==> src/rtl/data_bus_responder.sv <==
`default_nettype none
// ============================================================================
//  Module   : data_bus_responder
//  Purpose  : Responder end of the CPU data-memory bus. Accepts one load or
//             store at a time, decodes it against the memory map, drives the
//             synchronous data RAM or the instruction ROM's second read port,
//             and returns a response carrying read data or an error flag.
//  Ports    :
//    clk, rst_n            clock, synchronous active-low reset
//    req_valid/req_ready   request handshake (req_ready is registered)
//    req_we, req_addr      1 = store / 0 = load, byte address
//    req_wdata, req_be     store data and byte enables
//    rsp_valid/rsp_ready   response handshake
//    rsp_rdata, rsp_err    load data (0 on store or error), access fault
//    ram_*                 data RAM port (1-cycle read latency)
//    rom_*                 instruction ROM read port (1-cycle read latency)
//    err_count             saturating count of error responses
//  Revision : 1.0  initial release
// ============================================================================
module data_bus_responder #(
    parameter logic [31:0] DATA_RAM_BEGIN = 32'h0000_4000,
    parameter logic [31:0] DATA_RAM_END   = 32'h0000_6000,
    parameter logic [31:0] INST_ROM_BEGIN = 32'h0000_2000,
    parameter logic [31:0] INST_ROM_END   = 32'h0000_4000,
    parameter int          WORD_WIDTH     = 32,
    parameter int          ADDR_WIDTH     = 11,
    parameter int          ROM_ADDR_WIDTH = 11
) (
    input  logic                      clk,
    input  logic                      rst_n,
    input  logic                      req_valid,
    output logic                      req_ready,
    input  logic                      req_we,
    input  logic [31:0]               req_addr,
    input  logic [WORD_WIDTH-1:0]     req_wdata,
    input  logic [3:0]                req_be,
    output logic                      rsp_valid,
    input  logic                      rsp_ready,
    output logic [WORD_WIDTH-1:0]     rsp_rdata,
    output logic                      rsp_err,
    output logic                      ram_en,
    output logic                      ram_we,
    output logic [ADDR_WIDTH-1:0]     ram_addr,
    output logic [WORD_WIDTH-1:0]     ram_wdata,
    output logic [3:0]                ram_be,
    input  logic [WORD_WIDTH-1:0]     ram_rdata,
    output logic                      rom_en,
    output logic [ROM_ADDR_WIDTH-1:0] rom_addr,
    input  logic [WORD_WIDTH-1:0]     rom_rdata,
    output logic [7:0]                err_count
);

    localparam logic [7:0] C_ERR_MAX = 8'hFF;

    typedef enum logic [1:0] {
        IDLE    = 2'd0,
        RD_WAIT = 2'd1,
        RESP    = 2'd2
    } state_t;

    state_t                r_state;
    state_t                w_next;
    logic                  r_req_ready;
    logic [WORD_WIDTH-1:0] r_rsp_rdata;
    logic                  r_rsp_err;
    logic                  r_rd_rom;
    logic [7:0]            r_err_count;

    logic                  w_ram_hit;
    logic                  w_rom_hit;
    logic                  w_err;
    logic                  w_accept;
    logic [31:0]           w_ram_off;
    logic [31:0]           w_rom_off;

    // Address decode; both window ends are exclusive.
    assign w_ram_hit = (req_addr >= DATA_RAM_BEGIN) && (req_addr < DATA_RAM_END);
    assign w_rom_hit = (req_addr >= INST_ROM_BEGIN) && (req_addr < INST_ROM_END);
    assign w_err     = (req_addr[1:0] != 2'b00)
                     || !(w_ram_hit || w_rom_hit)
                     || (req_we && w_rom_hit)
                     || (req_we && (req_be == 4'b0000));

    // req_ready is only ever high in IDLE; gating with rst_n keeps the memory
    // strobes quiet on an edge where reset is being applied.
    assign w_accept  = req_valid && r_req_ready && rst_n;

    assign w_ram_off = req_addr - DATA_RAM_BEGIN;
    assign w_rom_off = req_addr - INST_ROM_BEGIN;

    // Memory strobes exist only in the accept cycle of a valid access.
    assign ram_en    = w_accept && !w_err && w_ram_hit;
    assign ram_we    = ram_en && req_we;
    assign ram_addr  = ADDR_WIDTH'(w_ram_off >> 2);
    assign ram_wdata = req_wdata;
    assign ram_be    = req_be;
    assign rom_en    = w_accept && !w_err && w_rom_hit && !req_we;
    assign rom_addr  = ROM_ADDR_WIDTH'(w_rom_off >> 2);

    assign req_ready = r_req_ready;
    assign rsp_valid = (r_state == RESP);
    assign rsp_rdata = r_rsp_rdata;
    assign rsp_err   = r_rsp_err;
    assign err_count = r_err_count;

    always_comb begin
        w_next = r_state;
        case (r_state)
            IDLE: begin
                if (w_accept) begin
                    // Stores and faults answer immediately; loads wait for
                    // the memory's one-cycle read latency.
                    w_next = (w_err || req_we) ? RESP : RD_WAIT;
                end
            end
            RD_WAIT: w_next = RESP;
            RESP: begin
                if (rsp_ready) begin
                    w_next = IDLE;
                end
            end
            default: w_next = IDLE;
        endcase
    end

    always_ff @(posedge clk) begin
        if (!rst_n) begin
            r_state     <= IDLE;
            r_req_ready <= 1'b0;
            r_rsp_rdata <= '0;
            r_rsp_err   <= 1'b0;
            r_rd_rom    <= 1'b0;
            r_err_count <= 8'd0;
        end else begin
            r_state     <= w_next;
            // Registered ready: high exactly while the FSM sits in IDLE.
            r_req_ready <= (w_next == IDLE);
            if (w_accept) begin
                r_rsp_rdata <= '0;
                r_rsp_err   <= w_err;
                r_rd_rom    <= w_rom_hit;
                if (w_err && (r_err_count != C_ERR_MAX)) begin
                    r_err_count <= r_err_count + 8'd1;
                end
            end
            if (r_state == RD_WAIT) begin
                r_rsp_rdata <= r_rd_rom ? rom_rdata : ram_rdata;
            end
        end
    end

endmodule
`default_nettype wire

==> config.mk <==
export PLATFORM = sky130hd
export DESIGN_NAME = data_bus_responder
export DESIGN_NICKNAME = d
export VERILOG_FILES = /design/src/rtl/data_bus_responder.sv
export SDC_FILE = /design/constraint.sdc
export NUM_CORES = 1
export LEC_CHECK = 0
export CORE_ASPECT_RATIO = 0.5
export CORE_MARGIN = 2
export CORE_UTILIZATION = 34
export DETAILED_ROUTE_END_ITERATION = 8
export HOLD_SLACK_MARGIN = 0.08
export PLACE_DENSITY = 0.87
export SETUP_SLACK_MARGIN = 0.4
export SYNTH_ARGS = -nofsm -noshare
export SYNTH_HDL_FRONTEND = slang
export SYNTH_SLANG_ARGS = --single-unit
==> constraint.sdc <==
create_clock -name clk -period 3.9 [get_ports clk]
set_input_delay 0.78 -clock clk [delete_from_list [all_inputs] [get_ports clk]]
set_output_delay 0.78 -clock clk [all_outputs]
set_load 0.02 [all_outputs]
Word-level counts from Yosys, hierarchy flattened
Index checks and enable logic that the tools add are counted.
{"block": "word_totals", "regBits": 45, "in_bits": 137, "out_inout_bits": 104, "wordCells": 49}
{"block": "classes", "addsub": 3, "order_cmp": 4, "eq_ne": 3, "n_mux": 7, "reduce_logical": 26}
{"op": "$mux W32", "n": 3}
{"op": "$lt A32 B15 Y1 const B", "n": 2}
{"op": "$ge A32 B14 Y1 const B", "n": 1}
{"op": "$ge A32 B15 Y1 const B", "n": 1}
{"op": "$sub A13 B1 Y13 const B", "n": 2}
{"op": "$logic_and A1 B1 Y1", "n": 12}
{"op": "$add A8 B1 Y8 const B", "n": 1}
{"op": "$ne A8 B8 Y1 const B", "n": 1}
{"op": "$mux W2", "n": 3}
{"op": "$pmux W2 S3", "n": 1}
{"op": "$logic_or A1 B1 Y1", "n": 5}
{"op": "$logic_not A2 Y1", "n": 2}
{"op": "$logic_not A4 Y1", "n": 1}
{"op": "$reduce_bool A2 Y1", "n": 2}
{"op": "$logic_not A1 Y1", "n": 3}
{"op": "$eq A2 B1 Y1 const B", "n": 1}
{"op": "$eq A2 B2 Y1 const B", "n": 1}
{"op": "$reduce_and A2 Y1", "n": 1}

Longest topological paths before layout
Gate-level depths: netlist (run 1).
{"block": "depth", "word_depth": 12, "depth_mapped": 6}

Worst setup path after synthesis (run 1)
OpenSTA, ideal clock, no wires.
{"block": "synth_path", "path_kind": "input to output", "startpoint": "input port req_addr[0]", "endpoint": "output port ram_we", "t_arrival_ns": 2.036, "required_ns": 3.120, "slack_ns": 1.084, "path_stages": 4, "n_path_buf": 1, "cell_sequence": "or4_4 > nor4b_4 > buf_6 > and3_1"}
{"block": "synth_via", "elab_chain_cells": 11, "elab_cells_between_ends": 17, "cone_classes": "order compare: 4; reduce/logical: 13"}
{"item": "start: declaration", "line_no": "34", "source": "input logic [31:0] req_addr,"}
{"item": "$ge A32 B15 Y1, or another cell as far along", "line_no": "77", "source": "assign w_ram_hit = (req_addr >= DATA_RAM_BEGIN) && (req_addr < DATA_RAM_END);"}
{"item": "$logic_and A1 B1 Y1, on equally long branches", "line_no": "77, 78"}
{"item": "$logic_or A1 B1 Y1", "line_no": "80", "source": "|| !(w_ram_hit || w_rom_hit)"}
{"item": "$logic_not A1 Y1", "line_no": "80"}
{"item": "$logic_or A1 B1 Y1", "line_no": "80"}
{"item": "$logic_or A1 B1 Y1", "line_no": "81", "source": "|| (req_we && w_rom_hit)"}
{"item": "$logic_or A1 B1 Y1", "line_no": "82", "source": "|| (req_we && (req_be == 4'b0000));"}
{"item": "$logic_not A1 Y1", "line_no": "92", "source": "assign ram_en = w_accept && !w_err && w_ram_hit;"}
{"item": "$logic_and A1 B1 Y1", "line_no": "92"}
{"item": "$logic_and A1 B1 Y1 *", "line_no": "92"}
{"item": "$logic_and A1 B1 Y1 *", "line_no": "93", "source": "assign ram_we = ram_en && req_we;"}
{"item": "end: declaration", "line_no": "42", "source": "output logic ram_we,"}
Every way passes the cells marked *; elsewhere a longest branch is shown, timed or not.

Worst setup path in the final report (run 1)
{"block": "layout_path", "startpoint": "input port req_addr[18]", "endpoint": "output port ram_en"}
{"block": "layout_via", "elab_chain_cells": 10, "elab_cells_between_ends": 15, "cone_classes": "order compare: 4; reduce/logical: 11"}
{"item": "$ge A32 B15 Y1, or another cell as far along", "line_no": "77"}
{"item": "$logic_and A1 B1 Y1, on equally long branches", "line_no": "77, 78"}
{"item": "$logic_or A1 B1 Y1", "line_no": "80"}
{"item": "$logic_not A1 Y1", "line_no": "80"}
{"item": "$logic_or A1 B1 Y1", "line_no": "80"}
{"item": "$logic_or A1 B1 Y1", "line_no": "81"}
{"item": "$logic_or A1 B1 Y1", "line_no": "82"}
{"item": "$logic_not A1 Y1", "line_no": "92"}
{"item": "$logic_and A1 B1 Y1", "line_no": "92"}
{"item": "$logic_and A1 B1 Y1 *", "line_no": "92"}
{"item": "end: declaration", "line_no": "41", "source": "output logic ram_en,"}
Marks and branches as above.

==> results.cfg, run 1 <==
[status]
status = completed

[logic_synthesis]
ys_seq_elements = 45
synth_async_sr_flop_share_pct = 0
synth-xor-area-share_pct = 0.330
synth_ff_type = dfxtp_1
synth_simple_gate_area_share_pct = 19.9
synth.distinct_cells = 40
syn_inst = 325
synth_mux_area_share_pct = 13.9
synth_compound_area_share_pct = 11.4
synth_edf_count = 0
ys_seq_area_share_pct = 33.9
synth_warnings = 0
synthAdderAreaFrac_pct = 0.471
synth_top_family_by_area = buffers and inverters
syn_area_per_cell_um2 = 8.18
syn_nets = 463
synth_area_um2 = 2660

[global_routing]
grt_max_degree = 65
grt_pass1_wl_mm = 11.8
grt_overflow_total = 0
antenna_found_initial = 0
grt_pass1_vias = 2250
groute.usage.overall_pct = 17.4

[run]
maxCapViolCount = 0

[setup_path]
crit_chain = clkdlybuf4s50_1 -> nor4_2 -> nand2_1 -> buf_4 -> nor4b_4 -> and2_1 -> dlygate4sd2_1
cp_max_fo = 3
cp_slowest_stage_delay_ns = 0.44
critPathCaptureType = output port
cp.required_ns = 3.12
arrival_ns = 2.68
critPathSlowestCell = clkdlybuf4s50_1
path_class = input port to output port
cp-start-kind = input port
r2r_setup_slack_ns = 2.06

[timing]
period_needed_ns = 3.46
tns_ns = 0
fmax_ghz = 0.289
tightest_slew_ns = 1.15
final-hold-violation-count = 0
maxSlewViolCount = 0
setup_viol = 0
relSlewSlack_pct = 23.6
rsz0062_at_grt = yes
period_share_pct = 88.6
fin_worst_skew_ns = 0.00719

[routing]
wl_mm = 7.88
initialDrtViolationCount = 127
via_count = 2435
routed_via_density = 4.77
drt_pass1_iterations = 4
drc = 0
drtAntennaViolNets = 0
wire_per_inst_um = 15.4

[power]
vdd_drop_max_v = 0.000245
powerDensity_nw_per_um2 = 267
leakage_uw = 0.00136

[clock_network]
path_clk_slew_ns = 0.06
clk-insertion-delay-late_ns = 0.28
cts_tree = done
root_buffer = clkbuf_16
cts_sinks = 45
clockBufferDepth = 2
h-tree-depth = 2
numCtsBuffers = 5

[floorplan]
ioPinCount = 241
die_w_um = 129
dieArea_um2 = 8580
start_util_pct = 35.6
core_region_area_um2 = 7460
num_rows = 22
die-height_um = 66.5

[place]
hpwl_mm = 5.94
port_buffers = 143
placedCellCount = 501
gp_congestion = 0.827

[layout]
drive_gt1_share_pct = 5.72
num_antenna_cells = 0
stdcell_count = 510
nNetsFinal = 539
syn_to_final_growth_pct = 46.9

[hold_path]
holdCritPathClass = flip-flop to flip-flop
[placed cells by master (no fill, tap or decap), types with 2 or more instances in the layout]
master           synthesis  routed
o21ai_0                  2       2
nand2_1                 14      14
nor3_1                   4       4
a31oi_1                 33      33
mux2i_1                 37      37
buf_4                   58       5
dfxtp_1                 45      44
nor4_1                   6       4
nand4_1                  2       2
a21oi_1                  3       3
nor2_1                  71      71
and3_1                   2       2
nand3_1                  4       4
clkdlybuf4s50_1          0     140
clkbuf_16                0       5
[cell families (layout without fill, tap and decap cells)]
family | Yosys count | count (layout)
buf+inv | 81 | 158
compound gates | 46 | 46
flops | 45 | 45
mux | 37 | 37
xor+xnor | 1 | 1
fa+ha+maj | 1 | 1
simple gates | 114 | 114
[cells in the mapped netlist (2+ instances only)]
library cell,n,share of area (%)
nand2_1,14,2.0
nor3_1,4,0.75
dfxtp_1,45,34
a31oi_1,33,7.8
a21oi_1,3,0.56
o21ai_0,2,0.38
nor2_1,71,10
nand3_1,4,0.75
buf_2,3,0.56
buf_1,4,0.56
nand4_1,2,0.47
and3_1,2,0.47
buf_4,58,16
nor4_1,6,1.4
clkbuf_1,13,1.8
mux2i_1,37,14
[metal layers]
metal | track usage (%) | share of wire, %
met1 | 19.3 | 39
met2 | 31.8 | 52
met3 | 5.06 | 6.3
met4 | 6.66 | 2.9
met5 | 0.654 | 0
[power breakdown]
group	leakage, µW	internal, µW	switching, µW
Sequential	0.000364	463	4.66
Clock	0.0000702	238	179
Combinational	0.000924	106	50.8
Total	0.00136	808	235
[critical path, delay by kind of cell]
family | cells | cell delay (ns)
and+or+nand+nor | 4 | 0.93
buffers and inverters | 3 | 0.96
[layout make-up]
type	count	area (µm²)
Clock buffer	5	125
Fill cell	692	3560
Tap cell	108	135
Clock inverter	3	21.3
Timing Repair Buffer	148	1470
Sequential cell	45	902
Inverter	2	7.51
Multi-Input combinational cell	199	1250
[state kept, by name (all words and copies together) (netlist names)]
signal	count
err_count	8
r_rd_rom	1
r_state	2
req_ready	1
rsp_err	1
rsp_rdata	32
[metrics by stage]
stage                     util, %  cell area (µm²)  power (µW)  worst slack (ns)  hold slack (ns)
final                        52.3             3900        1040             0.443            0.494
after global routing         52.3             3900        1090             0.387            0.520
after CTS                    52.0             3880        1050             0.215            0.494
after detailed placement     50.0             3730         633             0.100            0.484
after global placement       50.0             3730         632             0.178            0.477
after floorplan                 -             2660         600              1.08            0.458
[what timing repair did]
item                                   4_1_cts  5_1_grt
resized for setup                            3        5
hold buffers                                 0        0
setup endpoints to repair                    3        2
buffers inserted                             0        1
pin swaps                                    0        1
endpoints found under the hold margin        0        0
[worst paths after layout]
path,from,depth (start not counted),end
hold reg to reg,err_count[1]$_SDFFE_PN0P_,2,err_count[1]$_SDFFE_PN0P_
hold / removal,err_count[1]$_SDFFE_PN0P_,2,err_count[1]$_SDFFE_PN0P_
setup reg to reg,r_state[1]$_SDFF_PN0_,4,rsp_rdata[27]$_SDFFE_PN0P_
setup / recovery,req_addr[18],7,ram_en
Note: power is estimated with default switching activity, not from simulation.
==> run 2: changes to the inputs <==
--- a/config.mk
+++ b/config.mk
@@ -7,10 +7,10 @@
 export LEC_CHECK = 0
 export CORE_ASPECT_RATIO = 0.5
 export CORE_MARGIN = 2
-export CORE_UTILIZATION = 34
+export CORE_UTILIZATION = 25
 export DETAILED_ROUTE_END_ITERATION = 8
 export HOLD_SLACK_MARGIN = 0.08
-export PLACE_DENSITY = 0.87
+export PLACE_DENSITY = 0.67
 export SETUP_SLACK_MARGIN = 0.4
 export SYNTH_ARGS = -nofsm -noshare
 export SYNTH_HDL_FRONTEND = slang
==> results.cfg, run 2 (synthesized netlist as in run 1, its figures left out) <==
[layout]
nNetsFinal = 539
drive_gt1_share_pct = 5.00
final_cell_mix = clkdlybuf4s50_1, nor2_1, dfxtp_1
largest_reg_flops = 32
num_antenna_cells = 0
syn_to_final_growth_pct = 47.6
layout_commonest_cell = clkdlybuf4s50_1

[global_routing]
use_met3_pct = 3.99
grtUsageMet1_pct = 14.0
grt_pass1_wl_mm = 12.3
grt_overflow_total = 0
grt_max_degree = 65
grt_pass1_vias = 2426
groute.usage.overall_pct = 13.2
busiest_layer = met2
use_met2_pct = 25.0
antenna_found_initial = 0

[setup_path]
cp-startpoint = req_addr[14]
reg2reg_depth = 4
worstReg2RegEnd = rsp_rdata[15]$_SDFFE_PN0P_
crit_chain = clkdlybuf4s50_1 -> xnor2_1 -> or4_4 -> nor4b_4 -> and2_1 -> dlygate4sd2_1
arrival_ns = 2.60
cp_max_fo = 3
critPathSlowestCell = clkdlybuf4s50_1
r2r_setup_slack_ns = 2.10
cp_slowest_stage_delay_ns = 0.46
path_class = input port to output port
critical_path.reg2reg.startpoint = r_state[1]$_SDFF_PN0_
cp-start-kind = input port
cp.required_ns = 3.12
critPathCaptureType = output port

[timing]
worst_hold_slack_ns = 0.499
fin_worst_skew_ns = 0.00470
period_needed_ns = 3.38
rsz0062_at_grt = no
final-hold-violation-count = 0
relSlewSlack_pct = 23.0
tns_ns = 0
tightest_slew_ns = 1.16
maxSlewViolCount = 0
fmax_ghz = 0.296
setup_viol = 0
period_share_pct = 86.7

[clock_network]
clockBufferDepth = 2
root_buffer = clkbuf_16
numCtsBuffers = 5
clk-insertion-delay-late_ns = 0.28
cts_tree = done
h-tree-depth = 2
cts_sinks = 45
path_clk_slew_ns = 0.06

[hold_path]
min_from = rsp_rdata[30]$_SDFFE_PN0P_
hold_path_end = rsp_rdata[30]$_SDFFE_PN0P_
holdCritPathClass = flip-flop to flip-flop
holdPathStages = 2

[floorplan]
dieArea_um2 = 11500
die-height_um = 76.9
ioPinCount = 241
num_rows = 26
core_region_area_um2 = 10300
die_w_um = 150
start_util_pct = 25.9

[power]
p_comb_share_pct = 15.3
sequentialPowerShare_pct = 46.1
p_switching_uw = 217
p_clk_share_pct = 38.6
vdd_drop_max_v = 0.000206
p_int_uw = 798
switching_share_pct = 21.4
powerDensity_nw_per_um2 = 259
leakage_uw = 0.00135

[run]
maxCapViolCount = 0

[routing]
wire_per_inst_um = 14.4
drc = 0
via_count = 2437
routed_via_density = 4.51
drt_pass1_iterations = 4
wl_mm = 7.75
drtAntennaViolNets = 0
initialDrtViolationCount = 154

[place]
port_buffers = 143
gp_congestion = 0.711
hpwl_mm = 5.88

[status]
status = completed
## run 2: worst max path at each step
stage,to,slack [ns],cells after the start
floorplan,ram_we,1.08,4
global placement,rom_en,0.17,7
detailed placement,rom_en,0.16,7
CTS,rom_en,0.25,7
global route,ram_en,0.39,7
finish,ram_en,0.52,6
## run 2: layer usage
metal / vias up / share of wire (%)
met5: - / 0
met4: 0 / 1.9
met3: 18 / 6.3
met2: 66 / 54
met1: 1127 / 38
li1: 1226 / -
## run 2: power by group through the flow
stage	registers [µW]	logic, µW	clock network [µW]
after global placement	478	155	0
after global routing	468	167	423
after detailed placement	478	156	0
after CTS	468	156	405
final	468	155	392
after floorplan	481	119	0
## run 2: final cells by class
cell class | instances | area (µm²)
Clock buffer | 5 | 125
Clock inverter | 1 | 5.00
Fill cell | 1070 | 6360
Inverter | 2 | 7.51
Multi-Input combinational cell | 199 | 1240
Sequential cell | 45 | 902
Tap cell | 140 | 175
Timing Repair Buffer | 148 | 1470
## run 2: metrics by stage
stage / instance area (µm²) / total power [µW] / util [%] / setup WS [ns] / std cells
floorplan: 2660 / 600 / - / 1.08 / 325
global placement: 3770 / 632 / 36.7 / 0.169 / 533
detailed placement: 3770 / 633 / 36.7 / 0.157 / 533
CTS: 3910 / 1030 / 38.0 / 0.248 / 539
global route: 3920 / 1060 / 38.1 / 0.394 / 540
finish: 3920 / 1010 / 38.1 / 0.517 / 540
## run 2: critical path, delay by kind of cell
kind                   cells  cell delay [ns]
AND/OR/NAND/NOR            3             0.87
buffers and inverters      2             0.80
XOR/XNOR                   1             0.15
## run 2: repair_timing
| action | 4_1_cts | 5_1_grt |
|---|---|---|
| resized for setup | 3 | 4 |
| hold buffers | 0 | 0 |
| setup buffers | 0 | 1 |
| setup endpoints to repair | 3 | 2 |
| pin swaps | 0 | 1 |
